$ cat src/rtl/unidade_load_store.sv
// Load/store unit between execute and a word-indexed data memory.
// Handles RISC-V B/H/W/D loads and stores; sub-word stores use read-modify-write.
module unidade_load_store #(
    parameter int unsigned BITS   = 64,
    parameter int unsigned DEPTH  = 32,
    parameter int unsigned ADDR_W = 5
) (
    input  logic              clk,
    input  logic              rst,
    input  logic              req_valid,
    output logic              req_ready,
    input  logic              req_we,
    input  logic [2:0]        req_funct3,
    input  logic [BITS-1:0]   req_addr,
    input  logic [BITS-1:0]   req_wdata,
    output logic              resp_valid,
    output logic [BITS-1:0]   resp_rdata,
    output logic              resp_err,
    output logic [ADDR_W-1:0] mem_addr,
    output logic              mem_We,
    output logic [BITS-1:0]   mem_din,
    input  logic [BITS-1:0]   mem_dout
);

    localparam int unsigned NBYTES = BITS / 8;
    localparam int unsigned OFF_W  = $clog2(NBYTES);
    localparam int unsigned LO     = ADDR_W + OFF_W;
    localparam int unsigned SH_W   = OFF_W + 3;

    typedef enum logic [1:0] {IDLE, EXEC, WRITE, RESP} state_t;

    state_t              r_state, w_next;
    logic                r_we;
    logic [2:0]          r_funct3;
    logic [BITS-1:0]     r_addr;
    logic [BITS-1:0]     r_wdata;

    logic                w_ready_n, w_valid_n, w_err_n, w_we_n;
    logic [BITS-1:0]     w_rdata_n, w_din_n;
    logic [ADDR_W-1:0]   w_addr_n;

    logic [OFF_W-1:0]    w_off;
    logic [ADDR_W-1:0]   w_index;
    logic [SH_W-1:0]     w_shamt;
    logic                w_misalign, w_illegal, w_range, w_err;
    logic [BITS-1:0]     w_shifted, w_load, w_mask, w_merged;
    logic [NBYTES-1:0]   w_base, w_bmask;

    assign w_off   = r_addr[OFF_W-1:0];
    assign w_index = r_addr[LO-1:OFF_W];
    assign w_shamt = {w_off, 3'b000};

    // Access checks on the latched request
    always_comb begin
        w_misalign = 1'b0;
        case (r_funct3[1:0])
            2'b01:   w_misalign = w_off[0];
            2'b10:   w_misalign = |w_off[1:0];
            2'b11:   w_misalign = |w_off;
            default: w_misalign = 1'b0;
        endcase
        w_illegal = (r_funct3 == 3'b111) | (r_funct3[2] & r_we);
        w_range   = (|r_addr[BITS-1:LO]) |
                    ((ADDR_W+1)'(w_index) >= (ADDR_W+1)'(DEPTH));
        w_err     = w_misalign | w_illegal | w_range;
    end

    // Load extraction with sign/zero extension
    always_comb begin
        w_shifted = mem_dout >> w_shamt;
        case (r_funct3)
            3'b000:  w_load = BITS'($signed(w_shifted[7:0]));
            3'b001:  w_load = BITS'($signed(w_shifted[15:0]));
            3'b010:  w_load = BITS'($signed(w_shifted[31:0]));
            3'b011:  w_load = w_shifted;
            3'b100:  w_load = BITS'(w_shifted[7:0]);
            3'b101:  w_load = BITS'(w_shifted[15:0]);
            3'b110:  w_load = BITS'(w_shifted[31:0]);
            default: w_load = '0;
        endcase
    end

    // Store merge: byte mask expanded to bits, new data overlaid on the old word
    always_comb begin
        case (r_funct3[1:0])
            2'b00:   w_base = NBYTES'(1);
            2'b01:   w_base = NBYTES'(3);
            2'b10:   w_base = NBYTES'(15);
            default: w_base = NBYTES'(255);
        endcase
        w_bmask = w_base << w_off;
        w_mask  = '0;
        for (int i = 0; i < int'(NBYTES); i++) begin
            w_mask[8*i +: 8] = {8{w_bmask[i]}};
        end
        w_merged = (mem_dout & ~w_mask) | ((r_wdata << w_shamt) & w_mask);
    end

    always_ff @(posedge clk or posedge rst) begin
        if (rst) r_state <= IDLE;
        else     r_state <= w_next;
    end

    always_comb begin
        w_next    = r_state;
        w_ready_n = 1'b0;
        w_valid_n = 1'b0;
        w_err_n   = resp_err;
        w_rdata_n = resp_rdata;
        w_we_n    = 1'b0;
        w_din_n   = '0;
        w_addr_n  = mem_addr;
        case (r_state)
            IDLE: begin
                if (req_valid) begin
                    w_next   = EXEC;
                    w_addr_n = req_addr[LO-1:OFF_W];
                end else begin
                    w_ready_n = 1'b1;
                end
            end
            EXEC: begin
                if (w_err) begin
                    w_next    = RESP;
                    w_valid_n = 1'b1;
                    w_err_n   = 1'b1;
                    w_rdata_n = '0;
                end else if (r_we) begin
                    w_next  = WRITE;
                    w_we_n  = 1'b1;
                    w_din_n = w_merged;
                end else begin
                    w_next    = RESP;
                    w_valid_n = 1'b1;
                    w_err_n   = 1'b0;
                    w_rdata_n = w_load;
                end
            end
            WRITE: begin
                w_next    = RESP;
                w_valid_n = 1'b1;
                w_err_n   = 1'b0;
                w_rdata_n = '0;
            end
            RESP: begin
                w_next    = IDLE;
                w_ready_n = 1'b1;
            end
            default: begin
                w_next    = IDLE;
                w_ready_n = 1'b1;
            end
        endcase
    end

    // Registered outputs; mem_din doubles as the write buffer
    always_ff @(posedge clk or posedge rst) begin
        if (rst) begin
            req_ready  <= 1'b1;
            resp_valid <= 1'b0;
            resp_rdata <= '0;
            resp_err   <= 1'b0;
            mem_We     <= 1'b0;
            mem_din    <= '0;
            mem_addr   <= '0;
        end else begin
            req_ready  <= w_ready_n;
            resp_valid <= w_valid_n;
            resp_rdata <= w_rdata_n;
            resp_err   <= w_err_n;
            mem_We     <= w_we_n;
            mem_din    <= w_din_n;
            mem_addr   <= w_addr_n;
        end
    end

    always_ff @(posedge clk or posedge rst) begin
        if (rst) begin
            r_we     <= 1'b0;
            r_funct3 <= '0;
            r_addr   <= '0;
            r_wdata  <= '0;
        end else if (r_state == IDLE && req_valid) begin
            r_we     <= req_we;
            r_funct3 <= req_funct3;
            r_addr   <= req_addr;
            r_wdata  <= req_wdata;
        end
    end

endmodule
$ cat config.mk
export PLATFORM = sky130hd
export DESIGN_NAME = unidade_load_store
export DESIGN_NICKNAME = d
export VERILOG_FILES = /design/src/rtl/unidade_load_store.sv
export SDC_FILE = /design/constraint.sdc
export NUM_CORES = 1
export LEC_CHECK = 0
export ABC_AREA = 0
export CAP_MARGIN = 20
export CORE_MARGIN = 1
export CORE_UTILIZATION = 45
export CTS_BUF_LIST = sky130_fd_sc_hd__clkbuf_8
export DETAILED_ROUTE_END_ITERATION = 10
export GPL_TIMING_DRIVEN = 0
export PLACE_DENSITY = 0.74
export SLEW_MARGIN = 40
export SYNTH_ARGS = -nofsm -noshare
export SYNTH_HDL_FRONTEND = slang
export SYNTH_SLANG_ARGS = --single-unit
export TNS_END_PERCENT = 100
$ cat constraint.sdc
create_clock -name clk -period 24.4 [get_ports clk]
set_input_delay 6.1 -clock clk [delete_from_list [all_inputs] [get_ports clk]]
set_output_delay 6.1 -clock clk [all_outputs]
set_load 0.01 [all_outputs]
Yosys cells after proc, flatten, opt, wreduce, memory -nomap -nowiden
Cells that the tools add are included.
{"block": "op_classes", "muxes": 24, "bitwise": 8, "n_shift": 3, "n_reduce_logical": 10, "eq_ne": 15}
{"op": "one-hot mux 64 bit (7 select lines)", "count": 1}
{"op": "2-to-1 mux 64 bit", "count": 5}
{"op": "bitwise AND 64 bit", "count": 2}
{"op": "one-hot mux 64 bit (2 select lines)", "count": 1}
{"op": "inverter 64 bit", "count": 1}
{"op": "OR 64 bit", "count": 1}
{"op": "left shift 64 x 6 -> 64 bit", "count": 1}
{"op": "right shift 64 x 6 -> 64 bit", "count": 1}
{"op": "OR reduction 56 bit", "count": 1}
{"op": "one-hot mux 8 bit (3 select lines)", "count": 1}
{"op": "== test 3 bit (second input constant)", "count": 4}
{"op": "2-to-1 mux 1 bit", "count": 10}
{"op": "== test 2 bit (second input constant)", "count": 4}
{"op": "one-hot mux 2 bit (4 select lines)", "count": 1}
{"op": "left shift 8 x 3 -> 8 bit", "count": 1}
{"op": "== test 3 x 2 -> 1 bit (second input constant)", "count": 2}
{"op": "one-hot mux 1 bit (2 select lines)", "count": 3}
{"op": "== test 2 x 1 -> 1 bit (second input constant)", "count": 2}
{"op": "zero test 2 bit", "count": 2}
{"op": "AND reduction 2 bit", "count": 2}
{"op": "== test 3 x 1 -> 1 bit (second input constant)", "count": 1}
{"op": "zero test 3 bit", "count": 1}
{"op": "inequality test 3 bit (second input constant)", "count": 1}
{"op": "OR 1 bit", "count": 3}
{"op": "other kinds (8)", "count": 8}
{"block": "totals", "output_inout_bits": 137, "inputBits": 199, "elab_cells": 72, "reg_bits": 271}

Depth between registers and ports, before layout
Gate-level depths: netlist of the first run.
{"block": "depth", "word_depth": 9, "ltp_mapped": 10, "depth_no_buf": 6}

Worst setup path after synthesis of the first run
No wires, ideal clock.
{"block": "synth_path", "path_type": "input port to flip-flop", "from": "input mem_dout[63]", "to": "register resp_rdata[63]", "required_ns": 24.275, "path_stages": 8, "arrival_time_ns": 7.419, "setup_time_ns": 0.125, "setup_slack_ns": 16.857, "cell_sequence": "mux2i_1 > nand3_1 > and4_1 > buf_2 > nand2b_1 > clkbuf_1 > a311oi_1 > o21ai_1"}
{"block": "synth_via", "elab_chain_cells": 5}
{"item": "from (decl)", "line_no": "22", "text": "input logic [BITS-1:0] mem_dout"}
{"item": "right shift 64 x 6 -> 64 bit", "line_no": "70", "text": "w_shifted = mem_dout >> w_shamt;"}
{"item": "one-hot mux 64 bit (7 select lines)", "line_no": "71", "text": "case (r_funct3)"}
{"item": "2-to-1 mux 64 bit", "line_no": "128", "text": "end else if (r_we) begin"}
{"item": "2-to-1 mux 64 bit", "line_no": "123", "text": "if (w_err) begin"}
{"item": "one-hot mux 64 bit (2 select lines)", "line_no": "113", "text": "case (r_state)"}
{"item": "to (signal assigned)", "line_no": "169", "text": "resp_rdata <= w_rdata_n;"}
{"item": "to (decl)", "line_no": "17", "text": "output logic [BITS-1:0] resp_rdata,"}
No other way between the ends. The select of a mux whose other input is x is not followed.
A chain may end at the register's enable or synchronous reset.

Worst setup path after layout of the first run
{"block": "layout_path", "from": "input mem_dout[47]", "to": "register resp_rdata[63]"}
The elaborated chain is that of the path after synthesis.

==> results of run 1 <==
[per-layer routing]
metal,up-vias,global-route usage [%],share of wire [%]
met1,6027,46.0,41
li1,5471,-,-
met4,0,14.7,4.3
met3,144,6.96,8.1
met2,605,55.9,46
met5,-,0,0
[critical path: cells and delay by family]
family	cells	cell delay, ns
AND/OR/NAND/NOR	3	0.56
buffers and inverters	3	1.01
AO/OA/AOI/OAI	2	0.61
multiplexers	1	0.36
[layout by cell type (no fill, tap or decap), types with 5 or more instances in the layout]
master	n
a211o_1	9
a211oi_1	63
a21oi_1	79
a22o_1	9
a22oi_1	5
buf_1	15
buf_2	28
buf_4	9
clkbuf_1	55
clkbuf_8	55
clkdlybuf4s50_1	335
dfrtp_1	265
ha_1	5
inv_1	22
mux2_2	163
mux2i_1	126
mux4_2	8
nand2_1	87
nand3_1	6
nor2_1	121
nor2b_1	29
nor3_1	35
nor4_1	11
o21ai_0	42
o21ai_1	42
o221a_2	8
o22ai_1	11
o31ai_1	16
[final cells by class]
type / count / area, sq um
fill: 2474 / 11300
multi-input combinational: 910 / 6690
sequential: 266 / 6660
timing repair buffer: 338 / 3440
clock buffer: 55 / 757
buffer: 112 / 520
tap: 390 / 488
clock inverter: 19 / 128
inverter: 15 / 63.8
[registers in the layout (all words and copies together) (netlist names)]
signal	cells
resp_err	1
resp_valid	1
mem_din	64
r_addr	60
req_ready	1
mem_addr	4
r_we	1
r_wdata	64
mem_We	1
r_funct3	3
r_state	2
resp_rdata	64
[power groups by stage]
stage          clock [mW]  combinational [mW]  sequential (mW)
2_1_floorplan           0               0.809            0.622
3_3_place_gp            0                1.21            0.669
3_5_place_dp            0                1.22            0.675
4_1_cts             0.401                1.22            0.667
5_1_grt             0.420                1.32            0.681
6_report            0.393                1.26            0.671
[worst max path at each step]
| stage | start | endpoint | slack (ns) | depth (start not counted) |
|---|---|---|---|---|
| 3_3_place_gp | rst | resp_rdata[38]$_DFFE_PP0P_ | 8.06 | 2 |
| 4_1_cts | mem_dout[47] | resp_rdata[63]$_DFFE_PP0P_ | 16.28 | 9 |
| 2_1_floorplan | rst | mem_We$_DFF_PP0_ | 10.98 | 1 |
| 3_5_place_dp | mem_dout[47] | resp_rdata[63]$_DFFE_PP0P_ | 15.70 | 9 |
| 5_1_grt | mem_dout[39] | resp_rdata[44]$_DFFE_PP0P_ | 16.11 | 9 |
| 6_report | mem_dout[47] | resp_rdata[63]$_DFFE_PP0P_ | 16.17 | 9 |
[kinds of logic (layout without fill, tap and decap cells)]
kind of cell | Yosys count | count (layout) | share of synthesized area [%]
buffers and inverters | 127 | 539 | 4.14
DFF | 266 | 266 | 47.9
adders and majority gates | 5 | 5 | 0.450
and+or+nand+nor | 313 | 313 | 10.2
AOI/OAI and AO/OA | 295 | 295 | 13.7
muxes | 297 | 297 | 23.6
[per-stage QoR]
| step | cell area [sq um] | hold WS (ns) | instances | power (mW) |
|---|---|---|---|---|
| after floorplan | 13900 | 0.475 | 1303 | 1.43 |
| after global placement | 17700 | 0.469 | 2028 | 1.88 |
| after detailed placement | 17900 | 0.474 | 2031 | 1.90 |
| after CTS | 18700 | 0.486 | 2105 | 2.29 |
| after global routing | 18700 | 0.506 | 2105 | 2.42 |
| final | 18700 | 0.486 | 2105 | 2.32 |
==> results.ini, run 1 <==
[outcome]
status = completed

[worst_setup_path]
path_cells = clkdlybuf4s50_1 > mux2i_1 > nand3_1 > and4_1 > buf_2 > nand2b_1 > clkbuf_1 > a311oi_1 > o21ai_1
crit_required_ns = 24.83
r2r_slack_ns = 21.21
cp-start-kind = primary input
path_class = primary input to flip-flop
slowest_delay_ns = 0.56
critPathCaptureType = flip-flop
rr_endpoint = mem_din[49]$_DFF_PP0_
r2r_start = r_addr[0]$_DFFE_PP0P_
critPathSlowestCell = clkdlybuf4s50_1
cp_max_fo = 10
worstPathArrival_ns = 8.66
reg2reg_depth = 10

[drt]
drt-initial-drc-count = 978
ant_nets = 0
via_count = 12200
drc = 0
wirelength_mm = 54.6
vias_per_cell = 5.82
dr.pass1.iters = 6
routedWlPerCell_um = 26.0

[clock_network]
postCtsSetupBuffers = 0
clkTransAtPathRegs_ns = 0.06
htreeDepth = 2
clk_latency_ns = 0.59
cts_buffer_depth = 3
cts_hold_buf = 0
cts-root-buf = clkbuf_8
cts_tree = done
numCtsBuffers = 43
cts.sinks = 266
ctsResizeCount = 0

[power_and_ir_drop]
clockPowerShare_pct = 16.9
seq_power_share_pct = 28.9
cellPowerDensity_mw_per_mm2 = 124
p_sw_mw = 1.07
peakVddDrop_mv = 0.0768
p_int_mw = 1.25
switching_share_pct = 46.1
pwr-share-comb_pct = 54.2
leakagePower_nw = 7.92

[sta]
worst_pin_slew_ns = 0.874
fmax_ghz = 0.121
tns_ns = 0
hold_viol = 0
setup_viol = 0
rsz0062_at_grt = no
maxSlewHeadroom_pct = 41.7
min_period_ns = 8.23
fin_ws_ns = 16.17
fin_crit_sh_pct = 33.7
finalMaxSlewViolations = 0
skew_ns = 0.0407

[cells_and_area]
drive_gt1_share_pct = 17.8
n_antenna_cell = 0
utilization_pct = 62.4
final_nets = 1890
syn2layout_area_growth_pct = 34.8

[yosys]
synth.most_common_cell = dfrtp_1
syn_nets = 1507
synthArstFlopShare_pct = 100
syn_avg_cell_area_sq_um = 10.7
yosysTopAreaCell = dfrtp_1
synth_top_area_share_pct = 47.7
syn_inst = 1303
ys_seq_area_share_pct = 47.9
synth-edff-count = 0
synth.distinct_cells = 49
synthFlopType = dfrtp_1
synth.top_cells.by_area = dfrtp_1, mux2_2, mux2i_1
syn_area_sq_mm = 0.0139
netlist_top_cells_count = dfrtp_1, mux2_2, mux2i_1, nor2_1, nand2_1
ys.warnings.count = 0
synth-seq-cells = 266

[die]
die_height_um = 178
dieWidth_um = 178
start_util_pct = 46.3
core-area_sq_mm = 0.0300
dieArea_sq_mm = 0.0316
placementRows = 63
num_io_pins = 336

[global_route]
grt_usage_pct = 34.9
grt_first_pass_wirelength_mm = 80.1
grt_pass1_vias = 12500
grt_max_degree = 86
grt_overflow = 0
antenna_found_initial = 1

[hold_path]
hp-start = resp_rdata[50]$_DFFE_PP0P_
hold_end = resp_rdata[50]$_DFFE_PP0P_
hold_path.class = flip-flop to flip-flop
hold_depth = 2

[place]
post-place-ws_ns = 15.70
gp_congestion = 1.07
hpwlAfterDp_mm = 44.5
portBuffers = 335

[flow_run]
drv_cap = 0

Power figures use the tool's default switching activity.
==> run 2: changes to the inputs <==
- clock period: 24.4 -> 8 ns (I/O delays scaled with it)
==> run 2 against run 1 <==
Net effect:
- sequential power rose to 3.1 times the previous value
- total power rose to 3.0 times the previous value
- setup slack got worse by 12 ns
- die area did not move
- non-clock buffer count rose by 8
- via count rose by 0.41%
- critical endpoint is now resp_rdata[40]$_DFFE_PP0P_
==> results.ini, run 2 (synthesis gave the netlist of run 1 again) <==
[worst_setup_path]
cp_top_family = buffers and inverters
path_cells = clkdlybuf4s50_1 > mux2i_1 > nand3_1 > and4_1 > buf_2 > nand2b_1 > clkbuf_1 > nor3_1 > o21ai_1
r2r_slack_ns = 4.81  ; -16.40 ns
critPathCaptureType = flip-flop
cp-start-kind = primary input
startpoint = mem_dout[63]
path_class = primary input to flip-flop
slowest_delay_ns = 0.59  ; +0.03 ns
crit_required_ns = 8.45  ; -16.38 ns
worstPathArrival_ns = 4.47  ; -4.19 ns
critPathSlowestCell = clkdlybuf4s50_1
r2r_start = r_addr[0]$_DFFE_PP0P_
cp_max_fo = 10  ; unchanged
crit_buf_inv = 3  ; unchanged

[drt]
dr.pass1.iters = 5  ; -1
drt-initial-drc-count = 1112  ; +14%
ant_nets = 0  ; unchanged
routedWlPerCell_um = 26.0  ; about the same
vias_per_cell = 5.81  ; about the same
via_count = 12300  ; +0.41%
wirelength_mm = 54.9  ; +0.47%
drc = 0  ; unchanged

[flow_run]
drv_cap = 0  ; unchanged

[power_and_ir_drop]
switching_share_pct = 46.4  ; +0.29 points
leakagePower_nw = 8.00  ; +1.0%
clockPowerShare_pct = 16.1  ; -0.8 points
peakVddDrop_mv = 0.277  ; +260%
pwr-share-comb_pct = 54.7  ; +0.5 points
seq_power_share_pct = 29.1  ; +0.2 points
p_sw_mw = 3.26  ; +200%
p_int_mw = 3.77  ; +200%
cellPowerDensity_mw_per_mm2 = 373  ; +200%
total_power_mw = 7.03  ; +200%

[cells_and_area]
final_common_cell = clkdlybuf4s50_1
syn2layout_area_growth_pct = 35.6
n_antenna_cell = 0  ; unchanged
final_nets = 1898  ; +0.42%
drive_gt1_share_pct = 17.7  ; -0.10 points
top_regs = mem_din (64), r_wdata (64), resp_rdata (64)
final_cell_mix = clkdlybuf4s50_1, dfrtp_1, mux2_2
utilization_pct = 62.8  ; +0.38 points

[sta]
hold_viol = 0  ; unchanged
min_period_ns = 4.02
worst_pin_slew_ns = 0.824  ; -0.0506 ns
fin_ws_ns = 3.98  ; -12.19 ns
fmax_ghz = 0.249
finalMaxSlewViolations = 0  ; unchanged
rsz0062_at_grt = no
setup_viol = 0  ; unchanged
skew_ns = 0.0151  ; -0.0257 ns
fin_crit_sh_pct = 50.2
maxSlewHeadroom_pct = 44.7  ; +3.0 points
tns_ns = 0  ; unchanged

[die]
num_io_pins = 336  ; unchanged
placementRows = 63  ; unchanged
start_util_pct = 46.3  ; unchanged
dieArea_sq_mm = 0.0316  ; unchanged
dieWidth_um = 178  ; unchanged
die_height_um = 178  ; unchanged
core-area_sq_mm = 0.0300  ; unchanged

[outcome]
status = completed

[hold_path]
hp-start = resp_rdata[23]$_DFFE_PP0P_
hold_path.class = flip-flop to flip-flop

[clock_network]
cts_tree = done
clk_latency_ns = 0.57  ; -0.02 ns
htreeDepth = 2  ; unchanged
ctsResizeCount = 0  ; unchanged
cts.sinks = 266  ; unchanged
cts-root-buf = clkbuf_8
numCtsBuffers = 43  ; unchanged
cts_buffer_depth = 3  ; unchanged
clkTransAtPathRegs_ns = 0.06  ; about the same
cts_hold_buf = 0  ; unchanged
postCtsSetupBuffers = 0  ; unchanged

[global_route]
grt_overflow = 0  ; unchanged
grt_first_pass_wirelength_mm = 79.9  ; -0.22%
grt_pass1_vias = 12600  ; +0.49%
grt_usage_pct = 35.1  ; +0.16 points
antenna_found_initial = 0  ; -1
grt_max_degree = 29  ; -66%

[place]
portBuffers = 335  ; unchanged
hpwlAfterDp_mm = 45.0  ; +0.96%
gp_congestion = 1.04  ; -2.6%
post-place-ws_ns = 3.48  ; -12.22 ns

[run 2: final timing paths]
path,endpoint,depth (start not counted)
max in group asynchronous,resp_rdata[38]$_DFFE_PP0P_,7
worst min register to register,resp_rdata[23]$_DFFE_PP0P_,2
worst max-delay path,resp_rdata[40]$_DFFE_PP0P_,9
worst min-delay path,resp_rdata[23]$_DFFE_PP0P_,2
worst max register to register,mem_din[51]$_DFF_PP0_,10
min in group asynchronous,mem_din[47]$_DFF_PP0_,2
[run 2: power by group through the flow]
stage | clock network (mW) | logic (mW) | registers, mW
2_1_floorplan | 0 | 2.47 | 1.90
3_3_place_gp | 0 | 3.68 | 2.04
3_5_place_dp | 0 | 3.73 | 2.05
4_1_cts | 1.16 | 3.75 | 2.03
5_1_grt | 1.22 | 4.05 | 2.08
6_report | 1.13 | 3.85 | 2.05
[run 2: final cells by class]
type                    count  area (sq um)
fillers                  2481         11200
multi-input cells         910          6690
flip-flops and latches    266          6660
repair buffers            346          3610
clock buffers              49           674
plain buffers             112           520
well taps                 390           488
clock inverters            27           153
inverters                  15          60.1
[run 2: tightest hold or removal path, cell delays in order, from the launching register on]
cell	delay, ns
dfrtp_1	0.34
nand2_1	0.05
o21ai_1	0.06
[run 2: through the flow]
stage / hold WS, ns / cell area [sq um] / std cells
after floorplan: 0.475 / 13900 / 1303
after global placement: 0.469 / 17700 / 2028
after detailed placement: 0.475 / 18000 / 2039
after CTS: 0.487 / 18900 / 2115
after global routing: 0.507 / 18900 / 2115
final: 0.484 / 18900 / 2115
[run 2: layer usage]
layer / GRT usage [%] / vias to the layer above / part of all wire [%]
met3: 7.07 / 116 / 7.6
li1: - / 5489 / -
met2: 56.7 / 629 / 46
met5: 0 / - / 0
met1: 46.4 / 6063 / 42
met4: 12.9 / 0 / 3.8
==> run 3: changes to the inputs <==
- PLACE_DENSITY: 0.74 -> 0.77
- clock period: 8 -> 3.4 ns (I/O delays scaled with it)
==> run 3 against run 2 <==
Net effect:
- hold slack barely moved
- non-clock buffer count rose by 1
- core utilization rose by 0.12 points
- highest routed layer unchanged
- global-route usage fell by 0.11 points
- first-iteration DRC count fell by 13%
- clock power rose by 150%
- critical path depth did not move
==> results.ini, run 3 (synthesis gave the netlist of run 1 again) <==
[global_route]
antenna_found_initial = 0  ; unchanged
grt_pass1_vias = 12600  ; +0.11%
grt_first_pass_wirelength_mm = 80.1  ; +0.18%
grt_max_degree = 29  ; unchanged
grt_overflow = 0  ; unchanged
grt_usage_pct = 35.0  ; -0.11 points

[clock_network]
cts_hold_buf = 0  ; unchanged
clkTransAtPathRegs_ns = 0.06  ; about the same
cts-root-buf = clkbuf_8
htreeDepth = 2  ; unchanged
ctsResizeCount = 0  ; unchanged
cts_tree = done
postCtsSetupBuffers = 0  ; unchanged
cts.sinks = 266  ; unchanged
cts_buffer_depth = 3  ; unchanged
numCtsBuffers = 43  ; unchanged
clk_latency_ns = 0.57  ; about the same

[drt]
vias_per_cell = 5.80  ; -0.18%
drc = 0  ; unchanged
ant_nets = 0  ; unchanged
via_count = 12300  ; +0.057%
drt-initial-drc-count = 970  ; -13%
routedWlPerCell_um = 25.8  ; -0.74%
dr.pass1.iters = 8  ; +3
wirelength_mm = 54.6  ; -0.50%

[sta]
fmax_ghz = 0.309
skew_ns = 0.0202  ; +0.00516 ns
fin_crit_sh_pct = 95.2
maxSlewHeadroom_pct = 40.4  ; -4.3 points
setup_viol = 0  ; unchanged
min_period_ns = 3.24
rsz0062_at_grt = no
hold_viol = 0  ; unchanged
fin_ws_ns = 0.163  ; -3.82 ns
finalMaxSlewViolations = 0  ; unchanged
worst_pin_slew_ns = 0.895  ; +0.0707 ns

[worst_setup_path]
path_class = flip-flop to flip-flop
rr_endpoint = mem_din[63]$_DFF_PP0_
path_common_cell = buf_2
path_cells = buf_2 > nor2_2 > o21ai_1 > a2111oi_4 > and2_1 > nand3_1 > buf_2 > buf_2 > a211oi_1
reg2reg_depth = 9  ; -1
cp-start-kind = flip-flop
critPathSlowestCell = a2111oi_4
r2r_slack_ns = 0.16  ; -4.65 ns
cp_max_fo = 10  ; unchanged
slowest_delay_ns = 0.56  ; -0.03 ns
r2r_start = r_addr[0]$_DFFE_PP0P_
crit_required_ns = 3.79  ; -4.66 ns
worstPathArrival_ns = 3.63  ; -0.84 ns
critPathCaptureType = flip-flop

[place]
dpl.cell_count = 2039  ; unchanged
post-place-ws_ns = -0.00196  ; -3.48 ns
portBuffers = 335  ; unchanged
hpwlAfterDp_mm = 44.6  ; -0.82%
gp_congestion = 1.02  ; -1.5%

[flow_run]
drv_cap = 0  ; unchanged

[die]
start_util_pct = 46.3  ; unchanged
num_io_pins = 336  ; unchanged
die_height_um = 178  ; unchanged
dieWidth_um = 178  ; unchanged
dieArea_sq_mm = 0.0316  ; unchanged
placementRows = 63  ; unchanged
core-area_sq_mm = 0.0300  ; unchanged

[cells_and_area]
n_antenna_cell = 0  ; unchanged
utilization_pct = 62.9  ; +0.12 points
top_regs = mem_din (64), r_wdata (64), resp_rdata (64)
final_common_cell = clkdlybuf4s50_1
final_cells = 2120  ; +0.24%
drive_gt1_share_pct = 18.2  ; +0.41 points
final_cell_mix = clkdlybuf4s50_1, dfrtp_1, mux2_2
syn2layout_area_growth_pct = 35.9
num-fill-cells = 2477  ; -0.16%
final_nets = 1899  ; +0.053%

[hold_path]
hold_end = resp_rdata[1]$_DFFE_PP0P_
hold_path.class = flip-flop to flip-flop
hp-start = resp_rdata[1]$_DFFE_PP0P_
hold_depth = 2  ; unchanged

[power_and_ir_drop]
peakVddDrop_mv = 0.497  ; +79%
leakagePower_nw = 8.02  ; +0.23%
cellPowerDensity_mw_per_mm2 = 885  ; +140%
total_power_mw = 16.7  ; +140%

[outcome]
status = completed

-- run 3: cell count changes in the layout (fill, tap and decap cells not counted), sizes merged --
cell	previous run	this run
buf	67	68
clkbuf	105	107
clkinv	4	10
inv	35	31
-- run 3: critical path, delay by kind of cell, from the launching register on --
family          cells  cell delay, ns
simple gates        3            0.78
compound gates      3            1.20
flops               1            0.36
buf+inv             3            0.69
-- run 3: metal layers --
layer	vias up	GRT usage (%)	part of all wire (%)
met5	-	0	0
met1	6114	47.9	43
met4	0	10.8	3.0
met2	598	56.0	46
met3	97	6.64	7.9
li1	5495	-	-
-- run 3: how the worst max path moves through the flow --
stage,from,cells past startpoint,to,slack [ns]
2_1_floorplan,rst,1,mem_We$_DFF_PP0_,-0.96
3_3_place_gp,rst,2,resp_rdata[38]$_DFFE_PP0P_,-2.65
3_5_place_dp,req_valid,5,r_wdata[0]$_DFFE_PP0P_,-0.002
4_1_cts,r_addr[0]$_DFFE_PP0P_,9,mem_din[63]$_DFF_PP0_,0.26
5_1_grt,r_addr[0]$_DFFE_PP0P_,10,mem_din[55]$_DFF_PP0_,0.09
6_report,r_addr[0]$_DFFE_PP0P_,9,mem_din[63]$_DFF_PP0_,0.16
-- run 3: power by group --
group	total, mW	internal (mW)	switching [mW]
registers	4.80	4.01	0.792
clock network	2.77	1.46	1.31
logic	9.15	3.47	5.68
-- run 3: cell type report --
class,count,area [sq um],share of cell area (%)
Tap cell,390,488,2.58
Buffer,112,520,2.76
Inverter,15,60.1,0.318
Timing Repair Buffer,347,3600,19.1
Sequential cell,266,6660,35.2
Clock inverter,29,169,0.894
Clock buffer,51,702,3.72
Multi-Input combinational cell,910,6690,35.4
-- run 3: through the flow --
step	hold WS [ns]	area (sq um)	TNS, ns
after CTS	0.485	18900	0
final	0.483	18900	0
after detailed placement	0.471	18000	-0.00310
after floorplan	0.475	13900	-254.61
after global placement	0.468	17700	-696.71
after global routing	0.501	18900	0
